$ cat src/rtl/mr_csr_pkg.sv
// rtl/mr_csr_pkg.sv - shared constants and types for the machine-mode CSR responder
package mr_csr_pkg;

    localparam int XLEN   = 32;
    localparam int CSRLEN = 12;

    localparam logic [11:0] CSR_MSTATUS   = 12'h300;
    localparam logic [11:0] CSR_MISA      = 12'h301;
    localparam logic [11:0] CSR_MIE       = 12'h304;
    localparam logic [11:0] CSR_MTVEC     = 12'h305;
    localparam logic [11:0] CSR_MSCRATCH  = 12'h340;
    localparam logic [11:0] CSR_MEPC      = 12'h341;
    localparam logic [11:0] CSR_MCAUSE    = 12'h342;
    localparam logic [11:0] CSR_MTVAL     = 12'h343;
    localparam logic [11:0] CSR_MIP       = 12'h344;
    localparam logic [11:0] CSR_MCYCLE    = 12'hB00;
    localparam logic [11:0] CSR_MINSTRET  = 12'hB02;
    localparam logic [11:0] CSR_MCYCLEH   = 12'hB80;
    localparam logic [11:0] CSR_MINSTRETH = 12'hB82;
    localparam logic [11:0] CSR_CYCLE     = 12'hC00;
    localparam logic [11:0] CSR_TIME      = 12'hC01;
    localparam logic [11:0] CSR_INSTRET   = 12'hC02;
    localparam logic [11:0] CSR_CYCLEH    = 12'hC80;
    localparam logic [11:0] CSR_TIMEH     = 12'hC81;
    localparam logic [11:0] CSR_INSTRETH  = 12'hC82;
    localparam logic [11:0] CSR_MVENDORID = 12'hF11;
    localparam logic [11:0] CSR_MARCHID   = 12'hF12;
    localparam logic [11:0] CSR_MIMPID    = 12'hF13;
    localparam logic [11:0] CSR_MHARTID   = 12'hF14;

    typedef logic [0:0] e_csr_state;
    localparam e_csr_state CSR_IDLE = 1'b0;
    localparam e_csr_state CSR_RESP = 1'b1;

    localparam logic [31:0] MSTATUS_WMASK = 32'h0000_0088;
    localparam logic [31:0] MIE_WMASK     = 32'h0000_0888;

    function automatic logic [31:0] csr_merge(input logic [31:0] old_val,
                                              input logic [31:0] data,
                                              input logic [31:0] mask);
        return (old_val & ~mask) | (data & mask);
    endfunction

endpackage

$ cat src/rtl/mr_csr_counter64.sv
// rtl/mr_csr_counter64.sv - 64-bit event counter with 32-bit half writes
module mr_csr_counter64 (
    input  logic        clk,
    input  logic        rst,
    input  logic [2:0]  inc,
    input  logic        wr_lo,
    input  logic        wr_hi,
    input  logic [31:0] wdata,
    output logic [63:0] count
);

    // A half write freezes the whole counter for that edge; the other half holds.
    always_ff @(posedge clk) begin
        if (rst) begin
            count <= 64'd0;
        end else if (wr_lo) begin
            count[31:0] <= wdata;
        end else if (wr_hi) begin
            count[63:32] <= wdata;
        end else begin
            count <= count + {61'd0, inc};
        end
    end

endmodule

$ cat src/rtl/mr_csr.sv
// rtl/mr_csr.sv - machine-mode CSR responder with cycle/instret counters
module mr_csr
    import mr_csr_pkg::*;
#(
    parameter logic [31:0] HART_ID     = 32'd0,
    parameter logic [31:0] RESET_MTVEC = 32'd0,
    parameter logic [31:0] MISA_VAL    = 32'h4000_0100
) (
    input  logic              clk,
    input  logic              rst,
    input  logic              csr_valid,
    input  logic              csr_r,
    input  logic              csr_w,
    input  logic [CSRLEN-1:0] csr_addr,
    input  logic [XLEN-1:0]   csr_data,
    input  logic [XLEN-1:0]   csr_wmask,
    output logic              csr_ready,
    output logic              csr_legal,
    output logic              csr_fence,
    output logic              csr_ret_valid,
    output logic [XLEN-1:0]   csr_ret_data,
    input  logic [2:0]        insts_ret
);

    e_csr_state  state;
    logic [31:0] mstatus, mie, mtvec, mscratch, mepc, mcause, mtval;
    logic [63:0] cycle_cnt, instret_cnt;
    logic [31:0] rdata, wval;
    logic        impl, accept, wr_en;

    // Read data returned regardless of csr_r, so the flag carries no information here.
    logic unused_csr_r;
    assign unused_csr_r = csr_r;

    always_comb begin
        rdata = 32'd0;
        impl  = 1'b1;
        case (csr_addr)
            CSR_MSTATUS:                rdata = mstatus;
            CSR_MISA:                   rdata = MISA_VAL;
            CSR_MIE:                    rdata = mie;
            CSR_MTVEC:                  rdata = mtvec;
            CSR_MSCRATCH:               rdata = mscratch;
            CSR_MEPC:                   rdata = mepc;
            CSR_MCAUSE:                 rdata = mcause;
            CSR_MTVAL:                  rdata = mtval;
            CSR_MIP:                    rdata = 32'd0;
            CSR_MCYCLE, CSR_CYCLE, CSR_TIME:       rdata = cycle_cnt[31:0];
            CSR_MCYCLEH, CSR_CYCLEH, CSR_TIMEH:    rdata = cycle_cnt[63:32];
            CSR_MINSTRET, CSR_INSTRET:             rdata = instret_cnt[31:0];
            CSR_MINSTRETH, CSR_INSTRETH:           rdata = instret_cnt[63:32];
            CSR_MVENDORID, CSR_MARCHID, CSR_MIMPID: rdata = 32'd0;
            CSR_MHARTID:                rdata = HART_ID;
            default:                    impl  = 1'b0;
        endcase
    end

    assign csr_legal = impl & ~(csr_w & (csr_addr[11:10] == 2'b11));
    assign csr_ready = (state == CSR_IDLE) & ~rst;
    assign csr_fence = 1'b0;
    assign accept    = csr_valid & csr_ready & csr_legal;
    assign wr_en     = accept & csr_w;
    assign wval      = csr_merge(rdata, csr_data, csr_wmask);

    assign csr_ret_valid = (state == CSR_RESP) & ~rst;

    always_ff @(posedge clk) begin
        if (rst) begin
            state        <= CSR_IDLE;
            csr_ret_data <= 32'd0;
        end else if (state == CSR_IDLE) begin
            if (accept) begin
                state        <= CSR_RESP;
                csr_ret_data <= rdata;
            end
        end else begin
            state <= CSR_IDLE;
        end
    end

    always_ff @(posedge clk) begin
        if (rst) begin
            mstatus  <= 32'd0;
            mie      <= 32'd0;
            mtvec    <= RESET_MTVEC & ~32'h3;
            mscratch <= 32'd0;
            mepc     <= 32'd0;
            mcause   <= 32'd0;
            mtval    <= 32'd0;
        end else if (wr_en) begin
            case (csr_addr)
                CSR_MSTATUS:  mstatus  <= wval & MSTATUS_WMASK;
                CSR_MIE:      mie      <= wval & MIE_WMASK;
                CSR_MTVEC:    mtvec    <= wval & ~32'h3;
                CSR_MSCRATCH: mscratch <= wval;
                CSR_MEPC:     mepc     <= wval & ~32'h1;
                CSR_MCAUSE:   mcause   <= wval;
                CSR_MTVAL:    mtval    <= wval;
                default: ;
            endcase
        end
    end

    mr_csr_counter64 u_cycle (
        .clk   (clk),
        .rst   (rst),
        .inc   (3'd1),
        .wr_lo (wr_en & (csr_addr == CSR_MCYCLE)),
        .wr_hi (wr_en & (csr_addr == CSR_MCYCLEH)),
        .wdata (wval),
        .count (cycle_cnt)
    );

    mr_csr_counter64 u_instret (
        .clk   (clk),
        .rst   (rst),
        .inc   (insts_ret),
        .wr_lo (wr_en & (csr_addr == CSR_MINSTRET)),
        .wr_hi (wr_en & (csr_addr == CSR_MINSTRETH)),
        .wdata (wval),
        .count (instret_cnt)
    );

endmodule

$ cat config.mk
export PLATFORM = sky130hd
export DESIGN_NAME = mr_csr
export DESIGN_NICKNAME = d
export VERILOG_FILES = /design/src/rtl/mr_csr_pkg.sv /design/src/rtl/mr_csr_counter64.sv /design/src/rtl/mr_csr.sv
export SDC_FILE = /design/constraint.sdc
export NUM_CORES = 1
export LEC_CHECK = 0
export CAP_MARGIN = 20
export CORE_AREA = 5 5 210 212
export CTS_CLUSTER_DIAMETER = 50
export DETAILED_ROUTE_END_ITERATION = 16
export DIE_AREA = 0 0 215 217
export GPL_ROUTABILITY_DRIVEN = 0
export PLACE_DENSITY_LB_ADDON = 0.3
export SETUP_SLACK_MARGIN = 0.02
export SKIP_LAST_GASP = 1
export SYNTH_ARGS = -nofsm -noshare
export SYNTH_HDL_FRONTEND = slang
export SYNTH_SLANG_ARGS = --single-unit
$ cat constraint.sdc
create_clock -name clk -period 5.56 [get_ports clk]
set_clock_uncertainty 0.15 [all_clocks]
set_input_delay 0.556 -clock clk [delete_from_list [all_inputs] [get_ports clk]]
set_output_delay 0.556 -clock clk [all_outputs]
set_load 0.05 [all_outputs]
-- Word level (Yosys, flattened, before mapping)
Cells that the tools add are included.
W data, S select, Z words.
- muxes and demuxes: 9
- multipliers: 0
- $add $sub $neg: 2
- shift-type cells: 0
- reduce and logical (&&, ||, !) cells: 14
- eq/ne operators: 26
- bitwise gates (word level): 18
- div/mod/pow operators: 0
- order comparisons: 0
- operators by type and width (kind ; count):
    $pmux W32 S12 ; 1
    $mux W32 ; 6
    $eq A12 B12 Y1 const B ; 14
    $eq A12 B10 Y1 const B ; 9
    $add A64 B1 Y64 const B ; 1
    $add A64 B3 Y64 ; 1
    $and A32 B32 Y32 ; 2
    $not A32 Y32 ; 1
    $or A32 B32 Y32 ; 1
    $reduce_or A23 Y1 ; 1
    $reduce_and A2 Y1 ; 8
    $and A1 B1 Y1 ; 11
    $reduce_or A2 Y1 ; 3
    $reduce_or A3 Y1 ; 2
    $ne A2 B1 Y1 const B ; 2
    $not A1 Y1 ; 3
    $eq A2 B2 Y1 const B ; 1
    $mux W1 ; 2
- bits of input ports: 84
- ROM bits: 0
- memories kept: 0
- bits in writable memories: 0
- output and inout port bits: 36
- register bits: 323
- logic and storage cells: 82
- bits in latches: 0

-- Logic depth before layout (Yosys ltp)
- depth after elaboration: 9
- depth in mapped cells: 12
- mapped depth without buffers: 10

-- Modules after synthesis
Synthesis repeated with hierarchy kept, for this count alone.
- cell total of the unflattened synthesis: 2184
- area total of the unflattened synthesis: 19109.6 um2
- by module, submodules not included (module ; area each (um2) ; instances ; seq. area each (um2) ; cells each):
    mr_csr ; 10706.5 ; 1 ; 3903.7 ; 1092
    mr_csr_counter64 ; 4201.5 ; 2 ; 1281.2 ; 546

-- Worst setup path after synthesis
OpenSTA, ideal clock, no wires.
- path type: input to output
- start: input port csr_addr[5]
- end: output port csr_legal
- path buffers: 3
- required time: 4854 ps
- setup slack: 2094 ps
- cell stages on the path: 9
- data arrival time: 2760 ps
- cells stage by stage: buf_6 or4_4 buf_6 or2_0 buf_2 a21o_1 nand4b_1 inv_1 a31oi_1
- longest elaborated chain between the ends: 4
- elaborated cells on any way between the ends: 26
- those cells by class: 23 x eq/ne; 1 x mux; 1 x bitwise; 1 x reduce/logical
- ends and longest elaborated chain (element ; line ; text):
    start, declared ; mr_csr.sv:14 ; input logic [CSRLEN-1:0] csr_addr,
    $eq A12 B12 Y1 / $eq A12 B10 Y1 (equally long branches) ; mr_csr.sv:38 ; case (csr_addr)
    $reduce_or A23 Y1 (no line) * ; -- ;
    $mux W1 * ; mr_csr.sv:38 ;
    $and A1 B1 Y1 * ; mr_csr.sv:58 ; assign csr_legal = impl & ~(csr_w & (csr_addr[11:10] == 2'b11));
    end, declared ; mr_csr.sv:18 ; output logic csr_legal,
Every way passes the cells marked *; elsewhere a longest branch is shown, timed or not.

-- Worst setup path after layout
- start: input port csr_addr[6]
- end: output port csr_legal
The elaborated chain is that of the path after synthesis.

==> impl_metrics.json <==
{
  "drt_iter0_markers": 2932,
  "vias": 20209,
  "grt_antenna_before_repair": 1,
  "post-cts-setup-buffer-count": 0,
  "avgSynthCellArea_um2": 7.637,
  "final_hold_viol_count": 0,
  "power.leakage_nw": 6.938,
  "cts_tree": "yes",
  "setup_violations": 0,
  "wire_per_inst_um": 25.45,
  "ys_types": 106,
  "diodes": 0,
  "drt_first_pass_iters": 8,
  "timing.hold.worst.start": "mscratch[12]$_SDFFE_PP0P_",
  "syn_area_um2": 18570,
  "r2r_slack_ns": 1.75,
  "power_density_nw_per_um2": 261.4,
  "drc": 0,
  "cp-end-kind": "primary output",
  "die_width_um": 215,
  "seqCellArea_um2": 6466,
  "grt_overflow_total": 0,
  "cts_buffers": 42,
  "worstReg2RegStart": "u_instret.count[2]$_SDFFE_PP0P_",
  "yosysTopAreaCellShare_pct": 34.83,
  "combPwrFrac_pct": 6.8,
  "viasPerCell": 6.712,
  "yosys-top-cells-area": "dfxtp_1 35%, nand2_1 8.6%, a21oi_1 7.5%, mux2i_1 5.0%, nand3_1 4.4%",
  "yosysSeqAreaShare_pct": 34.83,
  "hpwl_um": 52820,
  "p_int_w": 0.004215,
  "final.period_utilization_pct": 83.84,
  "cts_resized": 0,
  "synthTopCellsByCount": "424 x nand2_1, 323 x dfxtp_1, 277 x a21oi_1",
  "switching_share_pct": 24.71,
  "fin_util_pct": 51.28,
  "cts-root-buf": "clkbuf_16",
  "synthesis.yosys.warnings": 0,
  "cp-start-kind": "input port",
  "placed_cell_area_um2": 19940,
  "yosysTopAreaCell": "dfxtp_1",
  "cts_hold_buf": 0,
  "core-area_um2": 41760,
  "antenna_left": 0,
  "die-area_um2": 46660,
  "synth_most_common_cell": "nand2_1",
  "power.switching_w": 0.001383,
  "grt_usage_pct": 31.01,
  "synthesis.nets": 2520,
  "clock_sinks": 323,
  "port_buffers": 117,
  "hp-class": "register to register",
  "path_class": "input port to primary output",
  "synth_edf_count": 0,
  "multi_input_area_um2": 11050,
  "cp_data_required_time_ns": 4.85,
  "grt_max_degree": 186,
  "clk_latency_ns": 0.59,
  "fin_hold_ws_ns": 0.2997,
  "run_status": "completed",
  "io_pins": 120,
  "layout-area-overhead-vs-synth_pct": 15.34,
  "synth_seq_cells": 323,
  "rsz0062_at_grt": "no",
  "ir_worst_vdd_mv": 0.1827,
  "htreeDepth": 2,
  "p_seq_share_pct": 41.7,
  "critPathArrivalTime_ns": 3.96,
  "period_needed_ns": 4.661,
  "ys.flop_type": "dfxtp_1",
  "die_y_um": 217,
  "finalWirelength_um": 76620,
  "drive_above_1_share_pct": 9.223,
  "crit_path_max_fanout": 15,
  "max_freq_ghz": 0.2145,
  "initial_core_util_pct": 44.46,
  "synthArstFlopShare_pct": 0,
  "pwr-share-clk_pct": 51.5,
  "clk_transition_reported_paths_ns": 0.05,
  "nets": 2530,
  "cap_violations": 0,
  "final_cell_area_um2": 21410,
  "grt_pass1_vias": 18610,
  "max_slew_margin_pct": 18.29,
  "synth_cells": 2431,
  "power.total_w": 0.005598,
  "crit_path_start": "csr_addr[6]",
  "slew_violations": 0,
  "tns_ns": 0,
  "grt_pass1_wl_um": 113800,
  "reg2reg_depth": 8,
  "n_fill_cell": 3917,
  "endpoint": "csr_legal",
  "worstMarginPinSlew_ns": 1.214,
  "cts_buffer_depth": 3,
  "core.rowCount": 75,
  "timing.rr.end": "u_instret.count[63]$_SDFFE_PP0N_"
}
==> final cells by class <==
| type | count | area share, % |
|---|---|---|
| clock buffer | 57 | 5.504 |
| clock inverter | 18 | 1.291 |
| inverter | 28 | 0.4908 |
| multi-input combinational | 1867 | 51.61 |
| sequential | 323 | 30.20 |
| tap | 539 | 3.149 |
| timing repair buffer | 179 | 7.759 |
==> worst min path at each step <==
stage / end / slack, ns / cells past startpoint
after floorplan: mepc[8]$_SDFFE_PP0P_ / 0.28 / 2
after global placement: mtval[4]$_SDFFE_PP0P_ / 0.28 / 2
after detailed placement: mtval[16]$_SDFFE_PP0P_ / 0.29 / 2
after CTS: mcause[28]$_SDFFE_PP0P_ / 0.30 / 2
after global routing: mcause[20]$_SDFFE_PP0P_ / 0.31 / 2
final: mscratch[12]$_SDFFE_PP0P_ / 0.30 / 2
==> cells in the final DEF (no fill, tap or decap), types with 60 or more instances in the layout <==
cell / count
mux2i_1: 92
o21ai_0: 112
a21oi_1: 277
a31oi_1: 77
nand3_1: 162
clkdlybuf4s50_1: 113
buf_4: 60
nor2_1: 132
dfxtp_1: 323
nand2_1: 424
==> logic make-up after synthesis <==
group,count (synthesis),share of synthesized area [%]
other cells,1,0.02020
simple gates,1044,28.23
mux,125,7.076
fa+ha+maj,5,0.3774
buf+inv,241,5.836
xor+xnor,5,0.2359
flops,323,34.83
compound gates,687,23.40
==> power by group through the flow <==
stage	Sequential (W)	Combinational (W)	Clock, W
2_1_floorplan	0.00238	0.000202	0
3_3_place_gp	0.00238	0.000361	0
3_5_place_dp	0.00238	0.000364	0
4_1_cts	0.00233	0.000365	0.00288
5_1_grt	0.00233	0.000389	0.00297
6_report	0.00233	0.000382	0.00288
==> per-stage QoR <==
stage | instances | setup WS, ns
after CTS | 3010 | 0.9621
final | 3011 | 0.8985
after detailed placement | 2935 | 0.9665
after global routing | 3011 | 0.7842
after floorplan | 2431 | 2.094
after global placement | 2935 | 0.9996
==> registers in the layout (all words and copies together), names as in the netlist <==
register and flops:
csr_ret_data 32, mcause 32, mepc 31, mie 3, mscratch 32, mstatus 2
mtval 32, mtvec 30, state 1, u_cycle.count 64, u_instret.count 64
==> critical path, cell delays in order <==
cell and delay [ns]:
clkdlybuf4s50_1 0.78, or4_4 0.77, or2_0 0.42, a21o_1 0.26, nand4b_1 0.14, inv_1 0.06, a31oi_1 0.14, clkdlybuf4s50_1 0.82
==> layer usage <==
layer  vias to the layer above  share of wire [%]  global-route usage (%)
li1                       8926                  -                       -
met5                         -             0.0091                       0
met4                         2                7.4                   19.95
met2                      1428                 43                   46.54
met3                       310                 13                   8.477
met1                      9543                 37                   39.41
Power figures use the tool's default switching activity.
